File: config.mk
export PLATFORM = sky130hd
export DESIGN_NAME = ex_mem_stage
export DESIGN_NICKNAME = d
export VERILOG_FILES = /design/src/rtl/ex_mem_stage.sv
export SDC_FILE = /design/constraint.sdc
export NUM_CORES = 1
export LEC_CHECK = 0
export CAP_MARGIN = 20
export CORE_ASPECT_RATIO = 0.6
export CORE_MARGIN = 4
export CORE_UTILIZATION = 30
export CTS_BUF_LIST = sky130_fd_sc_hd__clkbuf_8
export CTS_CLUSTER_DIAMETER = 30
export DETAILED_ROUTE_END_ITERATION = 8
export GPL_ROUTABILITY_DRIVEN = 0
export SLEW_MARGIN = 5
export SYNTH_ARGS = -nofsm -noshare
export SYNTH_HDL_FRONTEND = slang
export SYNTH_SLANG_ARGS = --single-unit
File: constraint.sdc
create_clock -name CLK -period 2.7 [get_ports CLK]
set_input_delay 0.54 -clock CLK [delete_from_list [all_inputs] [get_ports CLK]]
set_output_delay 0.54 -clock CLK [all_outputs]
set_load 0.03 [all_outputs]
File: src/rtl/ex_mem_stage.sv
// EX/MEM pipeline latch: resolves BEQ/BNE, raises overflow traps, emits a
// one-cycle fetch redirect and freezes on HALT until reset.
module ex_mem_stage #(
  parameter logic [31:0] EXC_VECTOR = 32'h0000_0080
) (
  input  logic        CLK,
  input  logic        RST,
  input  logic        ex_valid,
  input  logic        ex_stall,
  input  logic        ex_flush,
  input  logic [31:0] alu_O,
  input  logic        alu_Z,
  input  logic        alu_N,
  input  logic        alu_V,
  input  logic [31:0] ex_pc,
  input  logic [31:0] ex_imm,
  input  logic [1:0]  ex_br_type,
  input  logic        ex_ovf_trap,
  input  logic [31:0] ex_rdata2,
  input  logic [4:0]  ex_wsel,
  input  logic        ex_regwen,
  input  logic        ex_memren,
  input  logic        ex_memwen,
  input  logic        ex_halt,
  output logic        mem_valid,
  output logic [31:0] mem_aluout,
  output logic [31:0] mem_storedata,
  output logic [4:0]  mem_wsel,
  output logic        mem_regwen,
  output logic        mem_memren,
  output logic        mem_memwen,
  output logic        mem_halt,
  output logic        mem_exc,
  output logic [31:0] mem_epc,
  output logic        redirect_valid,
  output logic [31:0] redirect_pc
);

  typedef enum logic {RUN, HALTED} state_t;

  state_t      state;
  logic        capture;
  logic        trap;
  logic        taken;
  logic [31:0] br_target;
  logic        unused_flags;

  // The negative flag carries no meaning for this stage.
  assign unused_flags = alu_N;

  assign capture   = ex_valid & ~ex_stall & ~ex_flush & (state == RUN);
  assign trap      = ex_ovf_trap & alu_V;
  assign taken     = ((ex_br_type == 2'b01) & alu_Z) | ((ex_br_type == 2'b10) & ~alu_Z);
  assign br_target = ex_pc + 32'd4 + {ex_imm[29:0], 2'b00};

  always_ff @(posedge CLK) begin
    if (RST) begin
      state          <= RUN;
      mem_valid      <= 1'b0;
      mem_aluout     <= '0;
      mem_storedata  <= '0;
      mem_wsel       <= '0;
      mem_regwen     <= 1'b0;
      mem_memren     <= 1'b0;
      mem_memwen     <= 1'b0;
      mem_halt       <= 1'b0;
      mem_exc        <= 1'b0;
      mem_epc        <= '0;
      redirect_valid <= 1'b0;
      redirect_pc    <= '0;
    end else begin
      redirect_valid <= 1'b0;
      if (capture) begin
        mem_valid     <= 1'b1;
        mem_aluout    <= alu_O;
        mem_storedata <= ex_rdata2;
        mem_wsel      <= ex_wsel;
        mem_regwen    <= ex_regwen & ~trap;
        mem_memren    <= ex_memren & ~trap;
        mem_memwen    <= ex_memwen & ~trap;
        mem_halt      <= ex_halt;
        mem_exc       <= trap;
        mem_epc       <= trap ? ex_pc : 32'd0;
        if (ex_halt) begin
          state <= HALTED;
        end
        if (trap | taken) begin
          redirect_valid <= 1'b1;
          redirect_pc    <= trap ? EXC_VECTOR : br_target;
        end
      end else if ((state == RUN) && (!ex_stall || ex_flush)) begin
        // Flush overrides stall; HALTED keeps the halt instruction latched.
        mem_valid     <= 1'b0;
        mem_aluout    <= '0;
        mem_storedata <= '0;
        mem_wsel      <= '0;
        mem_regwen    <= 1'b0;
        mem_memren    <= 1'b0;
        mem_memwen    <= 1'b0;
        mem_halt      <= 1'b0;
        mem_exc       <= 1'b0;
        mem_epc       <= '0;
      end
    end
  end

endmodule

== After elaboration in Yosys (flattened, before gate mapping) ==
Cells that the tools add are included.

* Flip-flop bits (word level): 141
* Input bits: 148
* Output and inout port bits: 140
* Logic and storage cells: 57

* Add/subtract/negate cells: 2
* Equality and inequality tests: 2
* Muxes and demuxes: 16
* Bitwise gates (word level): 17
* Reduce and logical (&&, ||, !) cells: 7

{| class="wikitable"
|+ Operators with widths
! kind !! count
|-
| $mux 32 || 6
|-
| $add 32x3->32 const B || 1
|-
| $add 32x32->32 || 1
|-
| $mux 5 || 2
|-
| $and 1x1->1 || 9
|-
| $mux 1 || 8
|-
| $not 1->1 || 6
|-
| $reduce_and 2->1 || 2
|-
| $eq 2x1->1 const B || 1
|-
| $eq 2x2->1 const B || 1
|-
| $or 1x1->1 || 2
|-
| $reduce_bool 2->1 || 1
|-
| $reduce_or 2->1 || 1
|-
| $logic_and 1x1->1 || 1
|-
| $logic_not 1->1 || 1
|-
| $logic_or 1x1->1 || 1
|}

== Longest topological paths before layout ==
Gate-level depths: netlist of the first run.

* Word-level depth: 6
* Gate-level depth with buffers: 14
* Depth with buffers taken out: 14

== Worst setup path before layout of the first run ==
No wires, ideal clock.

* Path kind: input port to flip-flop
* Start: input ex_pc[3]
* End: register redirect_pc[29]
* Setup time: 0.128 ns
* Arrival: 2.790 ns
* Data required time: 2.572 ns
* Path slack: -0.218 ns
* Cell stages on the path: 12
* Path buffers: 0
* Cell sequence: ha_1 -> ha_1 -> inv_1 -> fa_1 -> nand2b_1 -> a21oi_1 -> o41a_1 -> a31o_2 -> o311ai_0 -> o211ai_1 -> xnor2_1 -> o21ai_0

* Cells in the longest elaborated chain, start to end: 3

{| class="wikitable"
|+ RTL lines
! item !! RTL line !! text
|-
| from (decl) || 15 || <nowiki>input logic [31:0] ex_pc,</nowiki>
|-
| $add 32x3->32 || 54 || <nowiki>assign br_target = ex_pc + 32'd4 + {ex_imm[29:0], 2'b00};</nowiki>
|-
| $add 32x32->32 || 54 ||
|-
| $mux 32 || 89 || <nowiki>redirect_pc <= trap ? EXC_VECTOR : br_target;</nowiki>
|-
| to (signal assigned) || 89 ||
|-
| to (decl) || 36 || <nowiki>output logic [31:0] redirect_pc</nowiki>
|}

No other way between the ends.
A chain may end at the register's enable or synchronous reset.

== Worst setup path in the final report of the first run ==
* Start: input ex_imm[5]
* End: register redirect_pc[29]

* Cells in the longest elaborated chain, start to end: 2

{| class="wikitable"
|+ RTL lines
! item !! RTL line !! text
|-
| from (decl) || 16 || <nowiki>input logic [31:0] ex_imm,</nowiki>
|-
| $add 32x32->32 || 54 ||
|-
| $mux 32 || 89 ||
|}

No other way between the ends.

==> impl_metrics.yaml, run 1 <==
drt:
  routedWlPerCell_um: 17.4
  drtIter0Drc: 385
  vias: 6739
  route.detailed.drc: 0
  vias_per_cell: 4.88
  route.met3.wl_um: 2070
  routedLengthMet1_um: 11600
  highest_layer: "met4"
  dr_wl_met2_um: 9960
  dr.pass1.iters: 5
  wirelength_um: 23900
  ant_nets: 0
hold_path:
  hold_start: "ex_pc[3]"
  hp-class: "in -> reg"
  holdPathStages: 3
placement:
  dp_slack_ns: -0.730
  io_buffers: 284
  dp_hpwl_um: 17800
pwr:
  p_total_mw: 5.61
  peakVddDrop_v: 0.000272
  powerDensity_mw_per_mm2: 499
  power.leakage_nw: 4.37
global_routing:
  grt.total_usage_pct: 19.1
  antenna_found_initial: 0
  grt_overflow: 0
  grt_max_degree: 106
  grt_pass1_wl_um: 36100
  grt_pass1_vias: 6472
timing:
  finClkSkew_ns: 0.0121
  fin_crit_sh_pct: 99.0
  slew_headroom_pct: 55.7
  hold_violations: 0
  fmax_mhz: 374
  drv_slew: 0
  tightest_slew_ns: 0.663
  worst_slack_ns: 0.0257
  finalCriticalPeriod_ns: 2.67
  setup_viol: 0
  hold_slack_ns: 0.380
worst_setup_path:
  worstSetupStartpoint: "ex_imm[5]"
  path_depth: 11
  rr_startpoint: "state"
  crit_buf_inv: 1
  cp_data_required_time_ns: 3.07
  critPathCaptureType: "flip-flop"
  crit_fanout: 5
  cp.arrival_ns: 3.05
  worstRegToRegCells: 5
  crit_type: "in -> reg"
  cpLargestDelayFamily: "compound AO/OA/AOI/OAI gates"
  cp-start-kind: "input port"
  slowest_stage: "clkdlybuf4s50_1"
  cp_slowest_stage_delay_ns: 0.49
  crit_chain: "clkdlybuf4s50_1 > ha_4 > ha_4 > o211ai_1 > a21oi_4 > o41a_1 > a31o_4 > o311ai_4 > o211ai_1 > xnor2_1 > o21ai_1"
synth:
  ys.flop_type: "dfxtp_1"
  avgSynthCellArea_um2: 8.87
  synth_area_mm2: 0.00647
  yosysUniqueCellTypes: 48
  synth_nets: 936
  yosys-top-cells-count: "dfxtp_1 (141), nor2_1 (141), a22oi_1 (106), ha_1 (57), clkbuf_1 (45)"
  yosysWarnings: 0
  synth_area_leaders: "dfxtp_1 (44%), a22oi_1 (12%), ha_1 (11%), nor2_1 (8.2%), o21ai_0 (2.9%)"
  yosys.area.top_type_share_pct: 43.6
  synth_edf_count: 0
  synthCells: 730
  synth-async-reset-ratio_pct: 0
  synth_area_leader_cell: "dfxtp_1"
  ys_ff_latch: 141
  seq_area_frac_synth_pct: 43.6
die:
  rows: 41
  die_y_um: 122
  dieArea_mm2: 0.0241
  start_util_pct: 30.7
  die_x_um: 198
  core_area_mm2: 0.0211
  ioPinCount: 288
cells_and_area:
  final_nets: 1293
  syn2layout_area_growth_pct: 73.8
  nFillCells: 1964
  drive_above_1_share_pct: 18.5
clock_tree:
  cts_hold_buf: 0
  cts_root_buf: "clkbuf_8"
  h-tree-depth: 4
  clockBufferDepth: 2
  insertion_delay_ns: 0.48
  cts_sinks: 141
  cts_tree: "done"
  path_clk_slew_ns: 0.09
  cts_inserted_buffers: 17
run:
  cap_violations: 0
status:
  status: "complete, no violations"
-- worst min-delay path, delay by kind of cell --
kind	cells	cell delay (ns)
and+or+nand+nor	1	0.09
AOI/OAI and AO/OA	1	0.07
buffers and inverters	1	0.12
-- kinds of logic (layout without fill, tap and decap cells) --
kind of cell,Yosys count,count (layout),synth area share (%)
AO/OA/AOI/OAI,224,224,23.8
flip-flops,141,141,43.6
other,0,1,0
AND/OR/NAND/NOR,217,217,14.0
adder cells (fa/ha/maj),58,58,11.3
buffers and inverters,64,434,3.73
XOR/XNOR,26,26,3.52
-- sequential cells by signal, summed over array words and instances (netlist names), 5 cells and up --
signal         count
mem_aluout        32
mem_storedata     32
mem_wsel           5
mem_epc           32
redirect_pc       32
-- report_power, final --
part	internal [mW]	switching, mW
clock	1.13	0.870
combinational	0.777	0.700
sequential	2.12	0.0221
-- path summary, 6_finish.rpt --
check / endpoint / slack [ns]
max: redirect_pc[29] / 0.03
min: mem_epc[3] / 0.38
max reg2reg: redirect_pc[28] / 0.76
min reg2reg: redirect_pc[26] / 0.46
-- area by class of cell --
cell class / instances / area, um^2 / area share (%)
diodes: 1 / 2.50 / 0.0222
clock inverters: 10 / 159 / 1.41
multi-input cells: 525 / 3890 / 34.6
well taps: 279 / 349 / 3.10
flip-flops and latches: 141 / 2820 / 25.1
repair buffers: 389 / 3680 / 32.7
clock buffers: 22 / 303 / 2.69
inverters: 13 / 48.8 / 0.434
-- layer usage --
metal | vias to the layer above | track usage, %
met5 | - | 0
met4 | 0 | 5.33
met3 | 23 | 7.63
met2 | 229 | 26.3
met1 | 3160 | 27.4
li1 | 3327 | -
-- cell usage in the layout, fill, tap and decap left out, types with 4 or more instances in the layout --
cell type        instances
nand2_1                 39
xor2_1                  10
nor3_1                   8
ha_4                    25
a21oi_1                 26
xnor2_1                 16
o21ai_0                 30
dlygate4sd2_1            4
a21o_1                  10
bufinv_16                4
dfxtp_1                141
o21ai_2                  4
clkdlybuf4s50_1        265
dlymetal6s2s_1          10
nor2_1                 139
nand2b_1                 4
nand4_1                  4
inv_1                   10
a21oi_2                  5
a211oi_1                 4
ha_1                    30
clkbuf_8                22
nand3_1                  4
o21bai_1                 4
a22oi_1                106
buf_4                  103
o21ai_1                  6
-- per-stage QoR --
stage	instances	TNS, ns	utilization (%)	cell area (um^2)
floorplan	730	-0.0331	-	6590
global placement	1342	-11.08	49.2	10400
detailed placement	1342	-11.51	49.2	10400
CTS	1377	0	52.1	11000
global route	1379	-0.0897	53.4	11300
finish	1380	0	53.4	11300
-- what timing repair did --
| item | 4_1_cts | 5_1_grt |
|---|---|---|
| setup endpoints to repair | 14 | 15 |
| pin swaps | 16 | 24 |
| setup buffers | 3 | 2 |
| cloned | 0 | 0 |
| resized for setup | 26 | 50 |
Note: power is estimated with default switching activity, not from simulation.
==> inputs of run 2 (changes only) <==
--- a/config.mk
+++ b/config.mk
@@ -10,7 +10,7 @@
 export CORE_MARGIN = 4
 export CORE_UTILIZATION = 30
 export CTS_BUF_LIST = sky130_fd_sc_hd__clkbuf_8
-export CTS_CLUSTER_DIAMETER = 30
+export CTS_CLUSTER_DIAMETER = 120
 export DETAILED_ROUTE_END_ITERATION = 8
 export GPL_ROUTABILITY_DRIVEN = 0
 export SLEW_MARGIN = 5
==> results of run 2 <==
Final layout, timing and power as in run 1 (identical DEF).
